==> config.mk <==
export PLATFORM = sky130hd
export DESIGN_NAME = aes_round_sequencer
export DESIGN_NICKNAME = d
export VERILOG_FILES = /design/src/rtl/aes_round_sequencer.sv
export SDC_FILE = /design/constraint.sdc
export NUM_CORES = 1
export LEC_CHECK = 0
export ABC_AREA = 1
export BUFFER_PORTS_ARGS = -buffer_cell sky130_fd_sc_hd__buf_2
export CORE_ASPECT_RATIO = 1.1
export CORE_MARGIN = 5
export CORE_UTILIZATION = 40
export CTS_BUF_LIST = sky130_fd_sc_hd__clkbuf_2 sky130_fd_sc_hd__clkbuf_4 sky130_fd_sc_hd__clkbuf_8
export CTS_CLUSTER_DIAMETER = 50
export DETAILED_ROUTE_END_ITERATION = 8
export SYNTH_ARGS = -nofsm -noshare
export SYNTH_HDL_FRONTEND = slang
export SYNTH_SLANG_ARGS = --single-unit
==> constraint.sdc <==
create_clock -name clk -period 5 [get_ports clk]
set_clock_uncertainty 0.1 [all_clocks]
set_input_delay 0.5 -clock clk [delete_from_list [all_inputs] [get_ports clk]]
set_output_delay 0.5 -clock clk [all_outputs]
set_load 0.1 [all_outputs]
==> src/rtl/aes_round_sequencer.sv <==
`default_nettype none
// ============================================================================
// Module      : aes_round_sequencer
// Description : Iterative-round controller for a shared AES round datapath
//               (AES-128/192/256, encrypt or decrypt). Accepts one job at a
//               time over a valid/ready handshake, then steps the datapath
//               and key-schedule selector through Nr+1 AddRoundKey stages.
// Revision    : 1.0 - initial release
// ----------------------------------------------------------------------------
// Ports
//   clk           in   system clock, rising edge
//   reset         in   asynchronous active-high reset
//   i_req_valid   in   job request
//   o_req_ready   out  controller can accept a job (IDLE)
//   i_req_mode    in   01=AES-128, 10=AES-192, 11=AES-256, 00=illegal
//   i_req_dec     in   0=encrypt, 1=decrypt
//   i_abort       in   cancel the current job (RUN or DONE only)
//   o_round_en    out  datapath performs one round stage this cycle
//   o_round_idx   out  round-key index applied this cycle (0..Nr)
//   o_first_round out  initial AddRoundKey-only stage
//   o_last_round  out  stage that omits (Inv)MixColumns
//   o_dec_mode    out  latched direction of the active job
//   o_nr          out  latched Nr of the active job (10/12/14)
//   o_busy        out  job in progress (RUN or DONE)
//   o_done        out  one-cycle pulse, datapath result valid
//   o_err         out  one-cycle pulse, illegal mode rejected
//   o_jobs_done   out  completed-job counter, wraps 255->0
// ============================================================================
module aes_round_sequencer (
    input  logic       clk,
    input  logic       reset,
    input  logic       i_req_valid,
    output logic       o_req_ready,
    input  logic [1:0] i_req_mode,
    input  logic       i_req_dec,
    input  logic       i_abort,
    output logic       o_round_en,
    output logic [3:0] o_round_idx,
    output logic       o_first_round,
    output logic       o_last_round,
    output logic       o_dec_mode,
    output logic [3:0] o_nr,
    output logic       o_busy,
    output logic       o_done,
    output logic       o_err,
    output logic [7:0] o_jobs_done
);

    typedef enum logic [1:0] {
        S_IDLE = 2'd0,
        S_RUN  = 2'd1,
        S_DONE = 2'd2,
        S_ERR  = 2'd3
    } state_t;

    state_t     r_state;
    state_t     w_state_nxt;

    logic       r_round_en;
    logic [3:0] r_round_idx;
    logic       r_first;
    logic       r_last;
    logic       r_dec;
    logic [3:0] r_nr;
    logic       r_busy;
    logic       r_done;
    logic       r_err;
    logic [7:0] r_jobs;

    logic       w_round_en;
    logic [3:0] w_round_idx;
    logic       w_first;
    logic       w_last;
    logic       w_dec;
    logic [3:0] w_nr;
    logic       w_busy;
    logic       w_done;
    logic       w_err;
    logic [7:0] w_jobs;

    logic [3:0] w_mode_nr;
    logic [3:0] w_idx_step;
    logic [3:0] w_idx_end;

    // Round count for the requested key size; zero marks the illegal mode.
    always_comb begin
        w_mode_nr = 4'd0;
        case (i_req_mode)
            2'b01:   w_mode_nr = 4'd10;
            2'b10:   w_mode_nr = 4'd12;
            2'b11:   w_mode_nr = 4'd14;
            default: w_mode_nr = 4'd0;
        endcase
    end

    // Next index walks up for encrypt, down for decrypt; the final stage
    // is the opposite end of the key schedule from where the job started.
    assign w_idx_step = r_dec ? (r_round_idx - 4'd1) : (r_round_idx + 4'd1);
    assign w_idx_end  = r_dec ? 4'd0 : r_nr;

    always_ff @(posedge clk or posedge reset) begin
        if (reset) begin
            r_state <= S_IDLE;
        end else begin
            r_state <= w_state_nxt;
        end
    end

    // Next-state and next-output logic. Every output except ready is
    // registered, so the values computed here belong to the next cycle.
    always_comb begin
        w_state_nxt = r_state;
        w_round_en  = 1'b0;
        w_round_idx = r_round_idx;
        w_first     = 1'b0;
        w_last      = 1'b0;
        w_dec       = r_dec;
        w_nr        = r_nr;
        w_busy      = 1'b0;
        w_done      = 1'b0;
        w_err       = 1'b0;
        w_jobs      = r_jobs;

        case (r_state)
            S_IDLE: begin
                if (i_req_valid) begin
                    if (w_mode_nr == 4'd0) begin
                        w_state_nxt = S_ERR;
                        w_err       = 1'b1;
                    end else begin
                        w_state_nxt = S_RUN;
                        w_nr        = w_mode_nr;
                        w_dec       = i_req_dec;
                        w_round_en  = 1'b1;
                        w_busy      = 1'b1;
                        w_first     = 1'b1;
                        w_round_idx = i_req_dec ? w_mode_nr : 4'd0;
                    end
                end
            end
            S_RUN: begin
                if (i_abort) begin
                    w_state_nxt = S_IDLE;
                end else if (r_last) begin
                    w_state_nxt = S_DONE;
                    w_busy      = 1'b1;
                    w_done      = 1'b1;
                end else begin
                    w_round_en  = 1'b1;
                    w_busy      = 1'b1;
                    w_round_idx = w_idx_step;
                    w_last      = (w_idx_step == w_idx_end);
                end
            end
            S_DONE: begin
                w_state_nxt = S_IDLE;
                // An abort during the done cycle discards the completion.
                if (!i_abort) begin
                    w_jobs = r_jobs + 8'd1;
                end
            end
            S_ERR: begin
                w_state_nxt = S_IDLE;
            end
            default: begin
                w_state_nxt = S_IDLE;
            end
        endcase
    end

    always_ff @(posedge clk or posedge reset) begin
        if (reset) begin
            r_round_en  <= 1'b0;
            r_round_idx <= 4'd0;
            r_first     <= 1'b0;
            r_last      <= 1'b0;
            r_dec       <= 1'b0;
            r_nr        <= 4'd0;
            r_busy      <= 1'b0;
            r_done      <= 1'b0;
            r_err       <= 1'b0;
            r_jobs      <= 8'd0;
        end else begin
            r_round_en  <= w_round_en;
            r_round_idx <= w_round_idx;
            r_first     <= w_first;
            r_last      <= w_last;
            r_dec       <= w_dec;
            r_nr        <= w_nr;
            r_busy      <= w_busy;
            r_done      <= w_done;
            r_err       <= w_err;
            r_jobs      <= w_jobs;
        end
    end

    assign o_req_ready   = (r_state == S_IDLE);
    assign o_round_en    = r_round_en;
    assign o_round_idx   = r_round_idx;
    assign o_first_round = r_first;
    assign o_last_round  = r_last;
    assign o_dec_mode    = r_dec;
    assign o_nr          = r_nr;
    assign o_busy        = r_busy;
    assign o_done        = r_done;
    assign o_err         = r_err;
    assign o_jobs_done   = r_jobs;

endmodule
`default_nettype wire

==> flow_metrics.env <==
export IMPL_first_pass_iters=4
export IMPL_vias=1152
export IMPL_final_nets=209
export IMPL_synth_fp_nets=177
export IMPL_fin_crit_ps=2060
export IMPL_dpl_worst_slack_ps=3200
export IMPL_cts_sinks=24
export IMPL_worst_slew_pin_slew_ps=904
export IMPL_syn_inst=166
export IMPL_grt_pass1_vias=1067
export IMPL_layout_drive_gt1_share_pct=21.8
export IMPL_cp_data_required_time_ps=4400
export IMPL_n_antenna_cell=0
export IMPL_cts_hold_buffers_added=0
export IMPL_multi_input_area_um2=571
export IMPL_fin_ws_ps=2940
export IMPL_grt_pass1_wl_um=4840
export IMPL_rsz0062_at_grt="no"
export IMPL_drv_cap=0
export IMPL_area_growth_pct=17.3
export IMPL_layout_commonest_cell="nand2_1"
export IMPL_fmax_mhz=486
export IMPL_rows=21
export IMPL_crit_type="flip-flop to output pin"
export IMPL_gp_congestion=0.840
export IMPL_drc=0
export IMPL_worstPathMaxFanout=5
export IMPL_start_util_pct=41.8
export IMPL_dpl_hpwl_um=2130
export IMPL_htree_levels=1
export IMPL_seq_area_frac_synth_pct=46.8
export IMPL_grt_usage_pct=13.4
export IMPL_vias_per_cell=4.99
export IMPL_report_final_slew_viol_count=0
export IMPL_ant_nets=0
export IMPL_drt_wirelength_per_cell_um=12.2
export IMPL_cts_buffers=3
export IMPL_die_area_um2=4440
export IMPL_clockBufferDepth=2
export IMPL_ys_ff_latch=24
export IMPL_die_h_um=69.4
export IMPL_postSynthAreaPerCell_um2=7.73
export IMPL_cts_resized=0
export IMPL_grt_max_degree=25
export IMPL_critPathCaptureType="output pin"
export IMPL_fillCellCount=312
export IMPL_critPathLaunch="r_state[1]"
export IMPL_cts_tree="built"
export IMPL_routed_wl_um=2810
export IMPL_r2r_start="o_dec_mode"
export IMPL_critPathLaunchType="flip-flop"
export IMPL_synth_cell_types=25
export IMPL_cts_root_buf="clkbuf_4"
export IMPL_antenna_found_initial=0
export IMPL_finalHoldViolations=0
export IMPL_drt_iter0_markers=81
export IMPL_clock_latency_ps=330
export IMPL_relSlewSlack_pct=39.6
export IMPL_hold_class="primary input to asynchronous set/reset pin"
export IMPL_grt_ovfl_total=0
export IMPL_arrival_ps=1460
export IMPL_seq_area_um2=601
export IMPL_clk_pin_slew_worst_paths_ps=140
export IMPL_ios=31
export IMPL_status="finished, final reports clean"
export IMPL_synth_area_um2=1280
export IMPL_yosysWarnings=0
export IMPL_coreArea_um2=3070
export IMPL_fin_crit_sh_pct=41.2
export IMPL_fp_dieW_um=64.0
export IMPL_setup_viol=0
export IMPL_final_setup_tns_ps=0
export IMPL_layout_common_cells="nand2_1, buf_2, dfrtp_1, inv_1"
export IMPL_port_buffers=29
export IMPL_post_cts_repair_setup_buffers=0
-- critical path, cell delays in order (launching register included) --
cell     delay [ps]
dfrtp_1         490
nor2_2          180
buf_2           460
-- metal layers --
metal	GRT usage [%]	up-vias	routed length, um	part of all wire (%)
li1	-	575	-	-
met1	15.8	532	1170	42
met2	22.6	38	1410	50
met3	4.21	7	184	6.5
met4	4.62	0	45	1.6
met5	0	-	0	0
-- sequential cells by signal (all words and copies together), names as in the netlist, 2 cells and up --
name and count:
o_nr 3, o_round_idx 4, r_state 2, o_jobs_done 8
-- final timing paths --
| kind | to | slack [ps] | cells past startpoint |
|---|---|---|---|
| min in group clk | o_err | 330 | 3 |
| worst max register to register | o_last_round | 3140 | 8 |
| max in group asynchronous | o_jobs_done[2] | 4020 | 2 |
| worst min-delay path | o_busy | 240 | 2 |
| worst max-delay path | o_req_ready | 2940 | 2 |
| worst min register to register | o_nr[3] | 410 | 2 |
-- cell usage after synthesis --
cell type  count  area share (%)
o31ai_1        1            0.59
xnor2_1        1            0.68
fa_1           1             1.6
nand3_2        2             1.6
or2_2          1            0.49
o21ai_1        2            0.78
buf_4          1            0.59
conb_1         1            0.29
nand3b_1       1            0.59
inv_1         22             6.4
ha_1           3             2.9
a21oi_1        4             1.6
buf_6          1            0.88
nor2_1        10             2.9
dfrtp_1       24              47
nand4_1        2            0.97
nand2_1       61              18
nor2_4         1            0.88
xor2_1         4             2.7
nand3_1       10             3.9
nor2_2         2            0.97
inv_2          3            0.88
o21ai_0        5             1.9
nand2_2        1            0.49
nor3_1         2            0.78
-- cells by family after synthesis --
family	Yosys count	share of synthesized area, %
other cells	1	0.292
flops	24	46.8
fa+ha+maj	4	4.48
xor+xnor	5	3.41
compound gates	12	4.87
buf+inv	27	8.77
simple gates	93	31.4
-- per-stage QoR --
stage | hold WS (ps) | utilization, % | instances | cell area (um^2)
floorplan | 415 | - | 166 | 1280
global placement | 364 | 47.3 | 227 | 1450
detailed placement | 382 | 47.3 | 227 | 1450
CTS | 278 | 49.0 | 231 | 1510
global route | 332 | 49.0 | 231 | 1510
finish | 237 | 49.0 | 231 | 1510
-- layout make-up --
type,count,area share [%]
flip-flops and latches,24,39.9
multi-input cells,115,37.9
repair buffers,29,9.64
inverters,25,6.23
well taps,34,2.83
clock inverters,1,2.00
clock buffers,3,1.50
Power is not shown: default switching activity piles up to over one toggle a cycle in this logic, so the estimate is an artifact.
